$ cat src/rtl/tick_generator.sv
// Multi-rate timebase: a one-cycle tick at one of four run-time selectable rates,
// plus a 50 % blink square wave, pause, single-step and synchronous clear.
module tick_generator #(
    parameter int CNT_W = 27,
    parameter int DIV_0 = 50_000_000,
    parameter int DIV_1 = 833_333,
    parameter int DIV_2 = 50_000,
    parameter int DIV_3 = 2
) (
    input  logic             clk,
    input  logic             rst,
    input  logic             enable,
    input  logic [1:0]       rate_sel,
    input  logic             step,
    input  logic             clear,
    output logic             tick,
    output logic             blink,
    output logic [1:0]       rate_active,
    output logic [CNT_W-1:0] phase
);

    localparam int               DIV_TAB [4] = '{DIV_0, DIV_1, DIV_2, DIV_3};
    localparam logic [CNT_W-1:0] ONE         = CNT_W'(1);

    // A period below 2 or one that does not fit the phase counter is a build error.
    for (genvar i = 0; i < 4; i++) begin : g_div_check
        if (DIV_TAB[i] < 2 || (DIV_TAB[i] >> CNT_W) != 0) begin : g_bad_div
            $error("tick_generator: DIV_%0d = %0d outside [2, 2**CNT_W)", i, DIV_TAB[i]);
        end
    end

    function automatic logic [CNT_W-1:0] period_of(input logic [1:0] sel);
        case (sel)
            2'd0:    period_of = CNT_W'(DIV_0);
            2'd1:    period_of = CNT_W'(DIV_1);
            2'd2:    period_of = CNT_W'(DIV_2);
            default: period_of = CNT_W'(DIV_3);
        endcase
    endfunction

    logic             step_q;
    logic             step_rise;
    logic [CNT_W-1:0] cur_len;
    logic [CNT_W-1:0] new_len;
    logic [CNT_W-1:0] phase_next;
    logic [1:0]       rate_next;
    logic             tick_next;
    logic             blink_next;

    // Priority: clear, then rate change, then step (only while paused), then count.
    always_comb begin
        cur_len    = period_of(rate_active);
        new_len    = period_of(rate_sel);
        phase_next = phase;
        rate_next  = rate_active;
        tick_next  = 1'b0;
        if (clear) begin
            phase_next = '0;
            rate_next  = rate_sel;
        end else if (rate_sel != rate_active) begin
            rate_next = rate_sel;
            if (phase > new_len - ONE) begin
                phase_next = new_len - ONE;
            end
        end else if (step_rise && !enable) begin
            phase_next = '0;
            tick_next  = 1'b1;
        end else if (enable) begin
            if (phase == cur_len - ONE) begin
                phase_next = '0;
                tick_next  = 1'b1;
            end else begin
                phase_next = phase + ONE;
            end
        end
    end

    assign blink_next = (phase_next < (period_of(rate_next) >> 1));

    always_ff @(posedge clk or posedge rst) begin
        if (rst) begin
            tick        <= 1'b0;
            blink       <= 1'b1;
            rate_active <= 2'd0;
            phase       <= '0;
            step_q      <= 1'b0;
            step_rise   <= 1'b0;
        end else begin
            tick        <= tick_next;
            blink       <= blink_next;
            rate_active <= rate_next;
            phase       <= phase_next;
            step_q      <= step;
            step_rise   <= step & ~step_q;
        end
    end

endmodule

$ cat config.mk
export PLATFORM = sky130hd
export DESIGN_NAME = tick_generator
export DESIGN_NICKNAME = d
export VERILOG_FILES = /design/src/rtl/tick_generator.sv
export SDC_FILE = /design/constraint.sdc
export NUM_CORES = 1
export LEC_CHECK = 0
export CORE_ASPECT_RATIO = 1.25
export CORE_UTILIZATION = 53
export CTS_CLUSTER_DIAMETER = 40
export CTS_CLUSTER_SIZE = 14
export DETAILED_ROUTE_END_ITERATION = 16
export GPL_TIMING_DRIVEN = 0
export PLACE_DENSITY = 0.85
export SYNTH_ARGS = -nofsm -noshare
export SYNTH_HDL_FRONTEND = slang
export SYNTH_SLANG_ARGS = --single-unit
$ cat constraint.sdc
create_clock -name clk -period 4.27 [get_ports clk]
set_input_delay 0.6405 -clock clk [delete_from_list [all_inputs] [get_ports clk]]
set_output_delay 0.6405 -clock clk [all_outputs]
set_load 0.02 [all_outputs]
==> metrics.md <==
| Metric | Value |
|---|---|
| Antenna violations before repair | 0 |
| Relative slew slack | 54.0% |
| RSZ-0062 raised after global routing | yes |
| Hold_buf cts | 0 |
| Overflow after GRT | 0 |
| Die outline width | roughly 76 µm |
| Share of cells above drive strength 1 | between 10% and 20% |
| I/O pins | 38 |
| Crit path cell chain | buf_12 > clkinvlp_4 > ha_4 > inv_6 > ha_4 > nor2_4 > inv_4 > ha_4 > nand4_1 > or4_4 > or4_4 > buf_4 > nand2_8 > nand2_1 > a31oi_2 > ha_1 > a21oi_2 > nor2b_1 > o21ai_1 > nand2b_1 > a211oi_2 > o21bai_2 > a2111oi_4 > o31a_1 |
| Filler instances | between 400 and 500 |
| Site Rows | 33 |
| Drt pass-1 iters | 6 |
| Status | finished, violations left |
| DR WL/cell | approximately 21 µm |
| Most frequent cells in the layout | ha_1, a21oi_1, buf_4 |
| VDD IR max | between 150 and 200 µV |
| Post-route setup slack | -0.632 ns |
| M1 WL | 4870 µm |
| Placed Instances | ~580 |
| Synth area leaders | ha_1, dfrtp_1, a21oi_1 |
| Clock Path Buffers | 2 |
| WHS | between 0.4 and 0.5 ns |
| Root buffer cell | clkbuf_8 |
| Crit path kind | input pin to flip-flop |
| GPL Wtd Cong | 1.01 |
| Commonest non-fill, non-tap cell in the layout | ha_1 |
| WP data required | between 4 and 5 ns |
| Layout overhead on the synthesized area | 33.6% |
| WP data arrival | ~5 ns |
| Mapped Avg Cell Area | approximately 8 µm² |
| Max Used Layer | met4 |
| Synthesized flop and latch total | 33 |
| Post-synth top area share | 23.1% |
| Total negative slack | -0.632 ns |
| Worst-skew pair later-pin latency | about 0.30 ns |
| Largest net degree at the start of global routing | 34 |
| Final nets | 606 |
| CTS Buf Count | 5 |
| Starting density of the core | around 55% |
| Cells after Synth | roughly 450 |
| Dpl ws | -2.49 ns |
| Period utilisation layout | 115% |
| N_diodes | 0 |
| Met3 WL post-DR | roughly 1200 µm |
| CP startpoint kind | input pin |
| Met2 wire length | approximately 6300 µm |
| Die H | about 94 µm |
| CP Capture Type | flip-flop |
| Cell area power density | about 310 nW/µm² |
| Final Hold Violating Endpoints | 0 |
| Crit path max-delay cell type | or4_4 |
| Initial drt markers | ~530 |
| Hold Crit Class | flip-flop to flip-flop |
| First-pass GRT wire length | 19400 µm |
| GRT Overall Usage | 34.6% |
| Synth warn | 0 |
| Core footprint | ~6600 µm² |
| Max-cap violations | 0 |
| Tmin final | approximately 5 ns |
| Netlist cell types | 55 |
| CTS tree | done |
| Clk slew on worst S/H paths | around 0.080 ns |
| Number of global-route vias before repair | approximately 4000 |
| Post-route ant nets | 0 |
| Prevailing post-synth register cell | dfrtp_1 |
| Worst Path Max Fanout | 10 |
| Crit-path most repeated cell | ha_4 |
| Pins over their slew limit | 0 |
| Actual slew at the worst max-slew pin | 0.687 ns |
| Final std cells w/o fill | 620 |
| Hpwl dp | ~9000 µm |
| Lkg Pwr | between 2 and 2.5 nW |
| Max incr delay on CP | slightly below 0.6 ns |
| Clock tree sinks | 33 |
| Fmax | 0.204 GHz |
| Vias per cell | just under 7 |
| Synth area leader | ha_1 |
| Overall power | around 1.5 mW |
| DRC Markers | 0 |
| Sequential element share of the synthesized area | between 20% and 30% |
| Post-synth EDFFs | 0 |
| Asr flop ratio synth | 100% |
| Vias | about 4200 |
| Synth Cell Area | roughly 3600 µm² |
| Die area | slightly above 7000 µm² |
| Max H-tree Level | 2 |
| Failing checks | negative setup slack |
| Final Skew | just over 0.009 ns |
| Setup violation total in the final timing report | 1 |
| Total wire length | ~13000 µm |
| Input/output buffers | 35 |
## synth_stat cells (7+ instances only)
cell type / count
nor2_1: 35
nor3_1: 23
xnor2_1: 11
or3_1: 7
nand4_1: 18
a21oi_1: 58
o21ai_0: 20
ha_1: 67
dfrtp_1: 32
nand3_1: 21
nand2_1: 33
inv_1: 23
clkbuf_1: 13
## state kept, by name (all words and copies together), names as in the netlist
| register | count |
|---|---|
| phase | 27 |
| rate_active | 2 |
| blink | 1 |
| step_q | 1 |
| step_rise | 1 |
| tick | 1 |
## area by class of cell
cell class | instances | area, µm² | share of cell area (%)
Timing Repair Buffer | 72 | 686 | 14.2
Tap cell | 87 | 109 | 2.25
Clock buffer | 6 | 82.6 | 1.70
Clock inverter | 2 | 37.5 | 0.775
Inverter | 23 | 101 | 2.09
Buffer | 12 | 56.3 | 1.16
Multi-Input combinational cell | 385 | 2940 | 60.8
Sequential cell | 33 | 827 | 17.1
## worst max-delay path: cells and delay by family
family | cells | cell delay [ns]
AND/OR/NAND/NOR | 8 | 1.63
buffers and inverters | 5 | 0.52
adder cells (fa/ha/maj) | 4 | 0.90
AO/OA/AOI/OAI | 7 | 1.45
## path summary, 6_finish.rpt
kind / from / end / slack, ns / cells after the start
max in group asynchronous: rst / phase[4] / 3.28 / 3
worst min-delay path: step_q / step_rise / 0.42 / 1
worst max register to register: rate_active[0] / blink / -0.62 / 19
worst min register to register: step_q / step_rise / 0.42 / 1
worst max-delay path: rate_sel[1] / blink / -0.63 / 24
min in group asynchronous: rst / phase[21] / 0.56 / 2
## kinds of logic (layout without fill, tap and decap cells)
kind of cell	count (synthesis)	in the layout	synth area share, %
buffers and inverters	38	115	4.18
multiplexers	2	2	0.587
adder cells (fa/ha/maj)	67	67	23.1
AND/OR/NAND/NOR	173	173	24.3
XOR/XNOR	16	16	3.86
other	1	4	0.103
AO/OA/AOI/OAI	123	123	21.0
flip-flops	33	33	22.8
## power breakdown
group,leakage (nW),switching (mW),internal [mW]
Clock,0.0574,0.138,0.190
Combinational,1.61,0.404,0.326
Sequential,0.436,0.0922,0.351
Total,2.11,0.635,0.868
## layer usage
metal | vias up | global-route usage, %
met5 | - | 0
met4 | 0 | 18.8
met3 | 78 | 4.35
met2 | 315 | 60.3
met1 | 1941 | 42.0
li1 | 1835 | -
## stage by stage
stage               area (µm²)  utilization, %
floorplan                 3710               -
global placement          4170            63.2
detailed placement        4170            63.2
CTS                       4620            69.9
global route              4840            73.3
finish                    4840            73.3
## what timing repair did
action,CTS,global route
gates resized for setup,45,19
gates cloned,0,1
setup endpoints to repair,28,1
setup buffers,25,11
pin swaps,25,22
(Power assumes the default switching activity.)
==> patch 1, RTL diff (config.mk and constraints unchanged) <==
The parameter `CNT_W` goes from 27 to 35.
--- a/src/rtl/tick_generator.sv
+++ b/src/rtl/tick_generator.sv
@@ -1,7 +1,7 @@
 // Multi-rate timebase: a one-cycle tick at one of four run-time selectable rates,
 // plus a 50 % blink square wave, pause, single-step and synchronous clear.
 module tick_generator #(
-    parameter int CNT_W = 27,
+    parameter int CNT_W = 35,
     parameter int DIV_0 = 50_000_000,
     parameter int DIV_1 = 833_333,
     parameter int DIV_2 = 50_000,
Interface: changed (resized phase); port bits go from 38 to 46. No check against the original RTL was run, so the function may have changed too.
==> patch 1 against the original RTL <==
  * The run still ends with negative setup slack left
  * Wire length increased by 21%
  * Setup slack improved by 0.20 ns
  * Design area increased by 13%
  * Total power increased by 39%
  * Die area increased by 18%
  * Area after synthesis increased by 18%
  * Hold slack got worse by 0.020 ns
  * Sequential cell count increased by 8
  * Fmax increased by 4.2%
==> patch 1: results (changes against the original RTL) <==
status:
  status: "finished with violations"  # unchanged
  violations: "negative setup slack"  # unchanged
global_routing:
  use_met3: 0.0655  # was 0.0435
  grt_util_all_layers: 0.391  # was 0.346
  grt_first_pass_wirelength_um: 24000  # was 19400 um
  grt_use_met2: 0.647  # was 0.603
  first_global_vias: 4615  # was 3967
critical_path:
  slowest_delay_ns: 0.33  # was 0.58 ns
  critical_path.top_delay_family: "compound AO/OA/AOI/OAI gates"  # was simple AND/OR/NAND/NOR gates
  arrival_ns: 4.93  # was 5.15 ns
synthesis:
  synth_top_cell_area_share: 0.234  # was 0.231
  yosys-top-cells-count: "67 x ha_1, 54 x nand2_1, 48 x a21oi_1"  # was 67 x ha_1, 58 x a21oi_1, 35 x nor2_1
  netlist_area_sq_um: 4280  # was 3630 sq um
  synth.area.top_cells: "dfrtp_1 23%, ha_1 20%, a21oi_1 5.6%"  # was ha_1 23%, dfrtp_1 22%, a21oi_1 8.0%
  synth.distinct_cells: 59  # was 55
finish:
  multi_input_area_share: 0.615  # was 0.608
  final_cells: 707  # was 620
  seq_area_sq_um: 1030  # was 827 sq um
  num-nonclk-buffers: 88  # was 84
  layout.nonclk_buf_frac: 0.133  # was 0.153
  clk_share: 0.0244  # was 0.0248
  area_growth_pct: 28.2  # was 33.6%
  seq_cell_count: 41  # was 33
  reg_top3: "phase (35), rate_active (2)"  # was phase (27), rate_active (2)
  inverters: 24  # was 23
route:
  met1_length_um: 5950  # was 4870 um
  met3WireLength_um: 1420  # was 1220 um
timing:
  layout_setup_ws_ns: -0.433  # was -0.632 ns
  setup-tns-final_ns: -0.433  # was -0.632 ns
  worst_slew_pin_slew_ns: 0.926  # was 0.687 ns
  final-setup-viol-count: 1  # unchanged
placement:
  placed_cells: 682  # was 578
  dpl_worst_slack_ns: -2.22  # was -2.49 ns
  gp_routability_congestion: 1.01  # about the same
pwr:
  vdd_drop_max_mv: 0.287  # was 0.183 mV
## patch 1: report_power, final
part	internal, mW	switching [mW]
sequential	0.447	0.101
clock	0.232	0.150
combinational	0.481	0.681
total	1.16	0.931
## patch 1: worst min path at each step
stage	from	endpoint	cells after the start
6_report	step_q	step_rise	1
5_1_grt	step_q	step_rise	1
4_1_cts	step_q	step_rise	1
3_5_place_dp	step_q	step_rise	1
3_3_place_gp	step_q	step_rise	1
2_1_floorplan	step_q	step_rise	1
## patch 1: cell families (layout without fill, tap and decap cells)
group                    count (synthesis)  count (layout)  synth area share
AO/OA/AOI/OAI                          135             135             0.198
XOR/XNOR                                30              30            0.0613
adder cells (fa/ha/maj)                 67              67             0.196
buffers and inverters                   51             120            0.0473
flip-flops                              41              41             0.240
multiplexers                             2               2           0.00467
other                                    1               4          0.000875
AND/OR/NAND/NOR                        213             213             0.252
## patch 1: timing repair
action | in CTS | in global routing
buffers inserted | 14 | 4
setup endpoints to repair | 30 | 1
gates resized for setup | 47 | 18
pin swaps | 20 | 13
==> patch 2, RTL diff (config.mk and constraints unchanged) <==
Made on the original files. Remove the register `blink`: a continuous assignment takes its place, so the output `blink` follows one clock earlier.
--- a/src/rtl/tick_generator.sv
+++ b/src/rtl/tick_generator.sv
@@ -80,14 +80,12 @@
     always_ff @(posedge clk or posedge rst) begin
         if (rst) begin
             tick        <= 1'b0;
-            blink       <= 1'b1;
             rate_active <= 2'd0;
             phase       <= '0;
             step_q      <= 1'b0;
             step_rise   <= 1'b0;
         end else begin
             tick        <= tick_next;
-            blink       <= blink_next;
             rate_active <= rate_next;
             phase       <= phase_next;
             step_q      <= step;
@@ -95,5 +93,7 @@
         end
     end
 
+    assign blink = blink_next;
+
 endmodule
 
Function: changed (a bounded check fails within 4 cycles, from zero or initial values and one cycle with rst high).
==> patch 2 against the original RTL <==
  * The run still ends with negative setup slack left
  * Design area is 4.2% lower
  * Sequential cell count is 1 lower
  * Area after synthesis is 0.72% lower
  * Via count is 3.4% lower
  * Setup slack worse by 1.1 ns
  * Hold slack worse by 0.017 ns
  * Total power is 8.0% lower
  * Wire length is 7.8% lower
  * Synthesized cell count is 0.22% lower
  * Fmax is 18% lower
  * Register-to-register slack better by 1.7 ns
  * Highest routed layer unchanged
==> patch 2: results (changes against the original RTL) <==
route:
  vias: 4026  # was 4169
  met3WireLength_um: 1100  # was 1220 um
  wl_met2_um: 5670  # was 6260 um
  drtIter0Drc: 446  # was 531
  met1_length_um: 4570  # was 4870 um
  totalWireLength_um: 12000  # was 13000 um
global_routing:
  grt_max_degree: 33  # was 34
  use_met1: 0.429  # was 0.420
  first_global_vias: 3791  # was 3967
  grt_first_pass_wirelength_um: 18600  # was 19400 um
  grt_use_met2: 0.565  # was 0.603
  grt_util_all_layers: 0.349  # was 0.346
  use_met3: 0.0783  # was 0.0435
placement:
  hpwl_um: 8410  # was 8870 um
  place_area_sq_um: 4150  # was 4170 sq um
  dpl_worst_slack_ns: -3.63  # was -2.49 ns
  placed_cells: 577  # was 578
  gp_routability_congestion: 0.994  # was 1.01
timing:
  final-setup-viol-count: 1  # unchanged
  layout_setup_ws_ns: -1.70  # was -0.632 ns
  worst_slew_pin_slew_ns: 1.23  # was 0.687 ns
  clock_skew_ns: 0.0179  # was 0.00909 ns
  setup-tns-final_ns: -1.70  # was -0.632 ns
critical_path:
  arrival_ns: 5.33  # was 5.15 ns
  crit_fanout: 8  # was 10
  slowest_delay_ns: 0.55  # was 0.58 ns
  reg2regPathDepth: 10  # was 19
  crit_end: "blink"  # unchanged
  r2r-end: "phase[18]"  # was blink
  regToRegSetupSlack_ns: 1.03  # was -0.62 ns
pwr:
  seq_cell_power_mw: 0.424  # was 0.443 mW
  p_sw_mw: 0.597  # was 0.635 mW
  seqPwrFrac: 0.307  # was 0.295
  p_leak_nw: 2.03  # was 2.11 nW
  vdd_drop_max_mv: 0.160  # was 0.183 mV
  combinationalPowerShare: 0.500  # was 0.486
finish:
  num-fill-cells: 455  # was 468
  drive_gt1_frac: 0.162  # was 0.184
  fin_nets: 593  # was 606
  final_cells: 606  # was 620
  finalInstanceArea_sq_um: 4640  # was 4840 sq um
synthesis:
  synth.area.top_cells: "ha_1 23%, dfrtp_1 22%, a21oi_1 8.1%"  # was ha_1 23%, dfrtp_1 22%, a21oi_1 8.0%
  synth_cells: 452  # was 453
  synth_xor_area_frac: 0.0389  # was 0.0386
  synth.distinct_cells: 54  # was 55
  synth_seq_area_share: 0.222  # was 0.228
worst_hold_path:
  holdCritPathClass: "reg -> reg"  # unchanged
status:
  violations: "negative setup slack"  # unchanged
  status: "finished with violations"  # unchanged
clocking:
  post_cts_buffers: 20  # was 25
  ctsResizeCount: 42  # was 45
[patch 2: cell types whose count changed after synthesis, sizes merged]
| cell | delta |
|---|---|
| dfstp | -1 |
[patch 2: through the flow]
step / power, mW / hold WS (ns)
2_1_floorplan: 0.794 / 0.378
3_3_place_gp: 0.980 / 0.388
3_5_place_dp: 1.00 / 0.389
4_1_cts: 1.30 / 0.401
5_1_grt: 1.45 / 0.413
6_report: 1.38 / 0.408
[patch 2: layout make-up]
class | instances | area share
Clock buffer | 7 | 0.0208
Multi-Input combinational cell | 385 | 0.628
Buffer | 12 | 0.0124
Inverter | 23 | 0.0224
Timing Repair Buffer | 60 | 0.121
Sequential cell | 32 | 0.173
Tap cell | 87 | 0.0235
[patch 2: logic make-up after synthesis]
family | after synthesis
xor gates and xnor gates | 16
AOI/OAI and AO/OA | 123
other | 1
buffers and inverters | 38
adders and majority gates | 67
muxes | 2
and+or+nand+nor | 173
DFF | 32
